<file path="config.mk">
export PLATFORM = sky130hd
export DESIGN_NAME = mem_arbiter_6502
export DESIGN_NICKNAME = d
export VERILOG_FILES = /design/src/rtl/mem_arbiter_6502.sv
export SDC_FILE = /design/constraint.sdc
export NUM_CORES = 1
export LEC_CHECK = 0
export BUFFER_PORTS_ARGS = -buffer_cell sky130_fd_sc_hd__buf_2
export CAP_MARGIN = 0
export CELL_PAD_IN_SITES_DETAIL_PLACEMENT = 0
export CELL_PAD_IN_SITES_GLOBAL_PLACEMENT = 1
export CORE_MARGIN = 4
export CORE_UTILIZATION = 39
export CTS_CLUSTER_DIAMETER = 150
export DETAILED_ROUTE_END_ITERATION = 7
export PLACE_DENSITY_LB_ADDON = 0.05
export REMOVE_ABC_BUFFERS = 1
export SLEW_MARGIN = 25
export SYNTH_ARGS = -nofsm -noshare
export SYNTH_HDL_FRONTEND = slang
export SYNTH_SLANG_ARGS = --single-unit
</file>
<file path="constraint.sdc">
create_clock -name clk -period 2.35 [get_ports clk]
set_input_delay 0.1175 -clock clk [delete_from_list [all_inputs] [get_ports clk]]
set_output_delay 0.1175 -clock clk [all_outputs]
set_load 0.02 [all_outputs]
</file>
<file path="src/rtl/mem_arbiter_6502.sv">
// Two-master arbiter for the shared external memory port: the 6502 cache (m0) and a secondary master (m1).
// An uncontested start passes through combinationally. A lost m0 start is held in a one-deep pending slot.
`default_nettype none

module mem_arbiter_6502 #(
    parameter int BURST_LEN  = 8,
    parameter bit FIXED_PRIO = 1'b0
) (
    input  logic        clk,
    input  logic        rst,
    input  logic [23:0] m0_addr,
    input  logic        m0_en,
    input  logic        m0_wr,
    input  logic        m0_rburst,
    input  logic        m0_wburst,
    input  logic [7:0]  m0_wdata,
    output logic        m0_rdy,
    output logic [7:0]  m0_rdata,
    output logic [7:0]  m0_rdata0,
    output logic        m0_rdata_load,
    input  logic [23:0] m1_addr,
    input  logic        m1_en,
    input  logic        m1_wr,
    input  logic        m1_rburst,
    input  logic        m1_wburst,
    input  logic [7:0]  m1_wdata,
    output logic        m1_rdy,
    output logic [7:0]  m1_rdata,
    output logic [7:0]  m1_rdata0,
    output logic        m1_rdata_load,
    output logic [23:0] s_addr,
    output logic        s_en,
    output logic        s_wr,
    output logic        s_rburst,
    output logic        s_wburst,
    output logic [7:0]  s_wdata,
    input  logic        s_rdy,
    input  logic [7:0]  s_rdata,
    input  logic [7:0]  s_rdata0,
    input  logic        s_rdata_load
);

    localparam int CW = $clog2(BURST_LEN);

    typedef struct packed {
        logic [23:0] addr;
        logic        wr;
        logic        rburst;
        logic        wburst;
        logic [7:0]  wdata;
    } cmd_t;

    typedef enum logic {
        IDLE = 1'b0,
        BUSY = 1'b1
    } state_t;

    state_t        state, state_nx;
    cmd_t          cmd_q, pend_q, m0_cmd, m1_cmd, win_cmd, cur_cmd, s_cmd;
    logic          pend_v, rr, owner, cur_owner;
    logic [CW-1:0] bcnt;
    logic          grant, win, is_burst, done, pend_cap;

    assign m0_cmd = '{addr: m0_addr, wr: m0_wr, rburst: m0_rburst, wburst: m0_wburst, wdata: m0_wdata};
    assign m1_cmd = '{addr: m1_addr, wr: m1_wr, rburst: m1_rburst, wburst: m1_wburst, wdata: m1_wdata};

    // win: 0 selects m0 (live or pending), 1 selects m1
    always_comb begin
        grant = 1'b0;
        win   = 1'b0;
        if (state == IDLE) begin
            if (pend_v) begin
                grant = 1'b1;
            end else if (m0_en && m1_en) begin
                grant = 1'b1;
                win   = FIXED_PRIO ? 1'b0 : rr;
            end else if (m0_en || m1_en) begin
                grant = 1'b1;
                win   = m1_en;
            end
        end
    end

    assign win_cmd  = pend_v ? pend_q : (win ? m1_cmd : m0_cmd);
    assign is_burst = cmd_q.rburst | cmd_q.wburst;
    assign done     = (state == BUSY) && s_rdata_load && (!is_burst || bcnt == CW'(BURST_LEN - 1));
    assign pend_cap = m0_en && !(grant && !win) && !(state == BUSY && !owner) && !pend_v;

    always_comb begin
        state_nx = state;
        case (state)
            IDLE:    if (grant) state_nx = BUSY;
            BUSY:    if (done)  state_nx = IDLE;
            default: state_nx = IDLE;
        endcase
    end

    always_ff @(posedge clk or posedge rst) begin
        if (rst) begin
            state  <= IDLE;
            rr     <= 1'b0;
            owner  <= 1'b0;
            pend_v <= 1'b0;
            pend_q <= '0;
            cmd_q  <= '0;
            bcnt   <= '0;
        end else begin
            state <= state_nx;
            if (state == IDLE && grant) begin
                cmd_q <= win_cmd;
                owner <= win;
            end
            if (state == IDLE && pend_v) begin
                pend_v <= 1'b0;
            end else if (pend_cap) begin
                pend_v <= 1'b1;
                pend_q <= m0_cmd;
            end
            if (done) begin
                bcnt <= '0;
                if (!FIXED_PRIO) rr <= ~owner;
            end else if (state == BUSY && s_rdata_load && is_burst) begin
                bcnt <= bcnt + CW'(1);
            end
        end
    end

    // The grant path is combinational from the masters, so reset has to mask it directly
    assign s_en      = !rst && (state == BUSY || grant);
    assign cur_cmd   = (state == BUSY) ? cmd_q : win_cmd;
    assign s_cmd     = s_en ? cur_cmd : '0;
    assign cur_owner = (state == BUSY) ? owner : win;

    assign s_addr   = s_cmd.addr;
    assign s_wr     = s_cmd.wr;
    assign s_rburst = s_cmd.rburst;
    assign s_wburst = s_cmd.wburst;
    assign s_wdata  = s_cmd.wdata;

    assign m0_rdy        = s_en && s_rdy && !cur_owner;
    assign m1_rdy        = s_en && s_rdy && cur_owner;
    assign m0_rdata_load = !rst && (state == BUSY) && s_rdata_load && !owner;
    assign m1_rdata_load = !rst && (state == BUSY) && s_rdata_load && owner;
    assign m0_rdata      = s_rdata;
    assign m1_rdata      = s_rdata;
    assign m0_rdata0     = s_rdata0;
    assign m1_rdata0     = s_rdata0;

endmodule

`default_nettype wire

</file>
# Word-level counts from Yosys, hierarchy flattened
# Index checks and enable logic that the tools add are counted.
# Widths: inputs -> output; s select.
# totals
ff_bits	77
inputBits	92
out_inout_bits	72
wordCells	74
# op_classes
add_sub_neg	1
n_eq_ne	1
mux	20
n_bitwise	4
reduce_logical	33
# op_table
op	n
$mux 35	4
$logic_and 1x1->1	19
$mux 1	13
$logic_not 1->1	8
$mux 3	2
$reduce_bool 2->1	2
$add 3x1->3 const B	1
$eq 3x3->1 const B	1
$logic_or 1x1->1	3
$not 1->1	3
$pmux 1 s2	1
$reduce_and 2->1	1
$or 1x1->1	1

# Longest topological paths before layout
# logic_depth
depth_word	13
mapped_depth	6

# Worst setup path before layout
# No wires, ideal clock.
# synth_path
path_type	register to output
from	reg pend_v
to	out m0_rdy
arrival_ns	1.735
required_ns	2.233
slack_ns	0.497
stages_incl_launch_ff	6
n_path_buf	3
path_cell_list	dfrtp_1 -> buf_6 -> buf_6 -> clkbuf_1 -> o31ai_1 -> nor4b_1
# synth_between
elab_chain_len	6
# synth_rtl
item	line_no	rtl
start: declaration	60	logic pend_v, rr, owner, cur_owner;
start signal: assignment	103	pend_v <= 1'b0;
start signal: assignment	114	pend_v <= 1'b0;
start signal: assignment	116	pend_v <= 1'b1;
$mux 1	72	if (pend_v) begin
$mux 1	71	if (state == IDLE) begin
$logic_or 1x1->1	129	assign s_en = !rst && (state == BUSY || grant);
$logic_and 1x1->1	129	
$logic_and 1x1->1	140	assign m0_rdy = s_en && s_rdy && !cur_owner;
$logic_and 1x1->1 *	140	
end: declaration	17	output logic m0_rdy,
# Every way passes the cells marked *; elsewhere a longest branch is shown, timed or not.

# Worst setup path in the final report
# layout_path
from	reg pend_v
to	out s_addr[17]
# layout_between
elab_chain_len	6
# layout_rtl
item	line_no	rtl
$mux 1	72	
$mux 1	71	
$mux 35 (2 in a row)	84	assign win_cmd = pend_v ? pend_q : (win ? m1_cmd : m0_cmd);
$mux 35	130	assign cur_cmd = (state == BUSY) ? cmd_q : win_cmd;
$mux 35 *	131	assign s_cmd = s_en ? cur_cmd : '0;
end: declaration	31	output logic [23:0] s_addr,
# Marks and branches as above.

==> metrics.txt <==
status completed; Layout Nets 676; Buffers on Ports between 100 and 150; total congestion overflow 0; Max-Cap Viols 0; crit path max fanout 80; reg-to-reg endpoint pend_q[21]; GRT Total Usage 0.216; share of cells above drive strength 1 0.359; Reg2Reg Depth 5; Final Skew 0.00635 ns; Die X 123 um; post-CTS setup buffers 0; multi-input combinational cell area around 2700 um2; period utilization 0.986; initial antenna violation count 0; CORE AREA ~13000 um2; routed via count 4433; Post-route DRC 0; Mapped Cells 519; worst hold stages 2; Initial Util 0.404; clk_lat worst skew 0.34 ns; logic gate share of total power 0.506; slew margin rel. 0.427; Routed WL 15700 um; WP data arrival 2.20 ns; largest net degree at the start of global routing 81; Worst setup SP type flip-flop; DR pass1 iterations 4; Mean Syn Cell Area 9.98 um2; Inserted Diodes 0; Area after DPL 5620 um2; setup_tns 0 ns; layout overhead on the synthesized area 14.8%; CP Capture Type output port; first-pass GRT wire length ~25000 um; worst endpoint required time about 2.2 ns; WHS Endpoint pend_q[2]; Max Freq 0.431 GHz; die area 15200 um2; number of fill cells in the layout 1271; cell internal pwr 4370 uW; Flop pwr share 0.317; Synth Register Bits 77; Clock power frac 0.176; clock-pin slew on the worst setup and hold paths 0.06 ns; # setup viols final 0; Ys Warns 0; leakage 0.00245 uW; # IOs roughly 160; worst slew pin tran 0.859 ns; register area 1930 um2; total power 7750 uW; Num CTS Buffers 9; Hold Path Class in -> reg; dpl hpwl 10200 um; routed length per instance between 20 and 25 um; R2R Path Start state; Seq/Total Area, Yosys 0.372; initial DRC count between 300 and 400; clk buf depth 2; cell area after layout between 5000 and 6000 um2; library cells used by synthesis 37; RSZ-0062 raised after global routing no; detail-routed via count per cell 5.84; NetSw 3380 uW; final hold vios 0; setup slack, reg-to-reg 0.46 ns; CTS tree built; count of final max-slew check failures 0; Placer Congestion 0.746; CTS sink count 77; sw frac 0.437; site row count 41; WS Path Type reg -> out; Post-DRT Antenna Nets 0; H-tree Lvls 3; Max VDD drop 0.000514 V; fin crit period 2.32 ns; CTS Root Cell clkbuf_16; die height 123 um; vias in the first global route 4645; Post-Syn Area 5180 um2; Power Density between 1000 and 1500 nW/um2; beginning of the worst hold path m0_wdata[2]
[registers in the layout, indices dropped and copies added, names as in the netlist]
| name | flops |
|---|---|
| pend_q | 35 |
| bcnt | 3 |
| state | 1 |
| cmd_q | 35 |
| pend_v | 1 |
| owner | 1 |
| rr | 1 |
[cell usage after synthesis]
master,n,share of area
a221oi_1,35,0.059
a2111oi_2,10,0.029
o21ai_0,38,0.037
mux2_4,9,0.026
clkbuf_1,20,0.014
dfrtp_1,77,0.37
mux2_1,4,0.0087
mux2_2,22,0.048
and4bb_1,1,0.0024
o21bai_1,1,0.0015
or3_1,1,0.0012
nor3_1,2,0.0019
o31ai_1,71,0.10
a21o_1,2,0.0029
nor2b_1,75,0.091
nand3b_1,1,0.0015
a31oi_1,1,0.0012
nor2_1,2,0.0015
buf_1,1,0.00072
nand2b_1,3,0.0036
a21oi_4,1,0.0031
or2_2,1,0.0012
inv_1,1,0.00072
a2111oi_1,19,0.037
buf_2,19,0.018
buf_6,9,0.020
buf_4,35,0.051
nor3b_1,1,0.0015
nor4_2,1,0.0024
ha_1,2,0.0048
nor4b_1,1,0.0017
a21oi_1,2,0.0019
nand2_1,39,0.028
buf_8,3,0.0087
nor3_2,1,0.0019
a2111oi_0,6,0.010
nand3_1,2,0.0019
[how the worst max path moves through the flow]
| stage | endpoint | start |
|---|---|---|
| finish | s_addr[17] | pend_v |
| floorplan | s_addr[23] | pend_v |
| detailed placement | s_addr[12] | state |
| global placement | s_addr[12] | state |
| global route | s_addr[19] | state |
| CTS | s_addr[12] | state |
[kinds of logic after synthesis]
logic type | share of synthesized area
fa+ha+maj | 0.00483
buf+inv | 0.113
compound gates | 0.285
mux | 0.0826
flops | 0.372
simple gates | 0.142
[per-stage QoR]
stage	hold WS, ns	std cells	util	setup WS, ns
floorplan	0.235	432	-	-2.57
global placement	0.171	742	0.439	0.414
detailed placement	0.172	742	0.439	0.408
CTS	0.000426	759	0.461	0.0326
global route	0.0175	759	0.463	0.00104
finish	0.0158	759	0.463	0.0322
[cell usage in the layout, fill, tap and decap left out, types with 2 or more instances in the layout]
cell type	synthesis	routed
a221oi_1	35	35
nand2b_2	0	2
a2111oi_0	6	5
a2111oi_2	10	13
nor2b_4	0	3
nand3_1	2	2
ha_1	2	2
a21oi_1	2	2
mux2_2	22	22
nor2_1	2	2
a21o_1	2	2
a2111oi_1	19	17
nand2_1	39	39
buf_12	0	2
mux2_1	4	4
nor3_1	2	2
buf_4	35	20
clkbuf_16	0	9
o31ai_1	71	70
o21ai_0	38	38
mux2_4	9	9
buf_2	19	115
dfrtp_1	77	75
clkinv_2	0	6
nor2b_1	75	72
[worst max-delay path: stages (launching register included)]
cell	delay, ns
dfrtp_4	0.52
buf_12	0.21
a2111oi_0	0.67
o31ai_1	0.21
buf_2	0.20
[power by group through the flow]
stage	logic, uW	clock network (uW)	registers [uW]
floorplan	2450	0	2600
detailed placement	3930	0	2460
global placement	3880	0	2430
global route	4360	1470	2550
finish	3920	1370	2460
CTS	3940	1410	2440
[cell type report]
cell class              instances  share of cell area
multi-input cells             354               0.458
flip-flops and latches         77               0.325
repair buffers                139               0.132
clock buffers                  10              0.0385
well taps                     172              0.0362
clock inverters                 6             0.00926
inverters                       1            0.000842
[per-layer routing]
metal | vias to the layer above | global-route usage | part of all wire
met5 | - | 0.00694 | 0
met2 | 183 | 0.330 | 0.45
met3 | 9 | 0.0540 | 0.077
li1 | 2069 | - | -
met1 | 2172 | 0.302 | 0.46
met4 | 0 | 0.0651 | 0.0082
[repair_timing]
action | 4_1_cts | 5_1_grt
resized for setup | 0 | 6
setup endpoints to repair | 0 | 10
hold buffers | 1 | 0
endpoints found under the hold margin | 12 | 0
No activity file was read; power rests on OpenSTA's default activity.
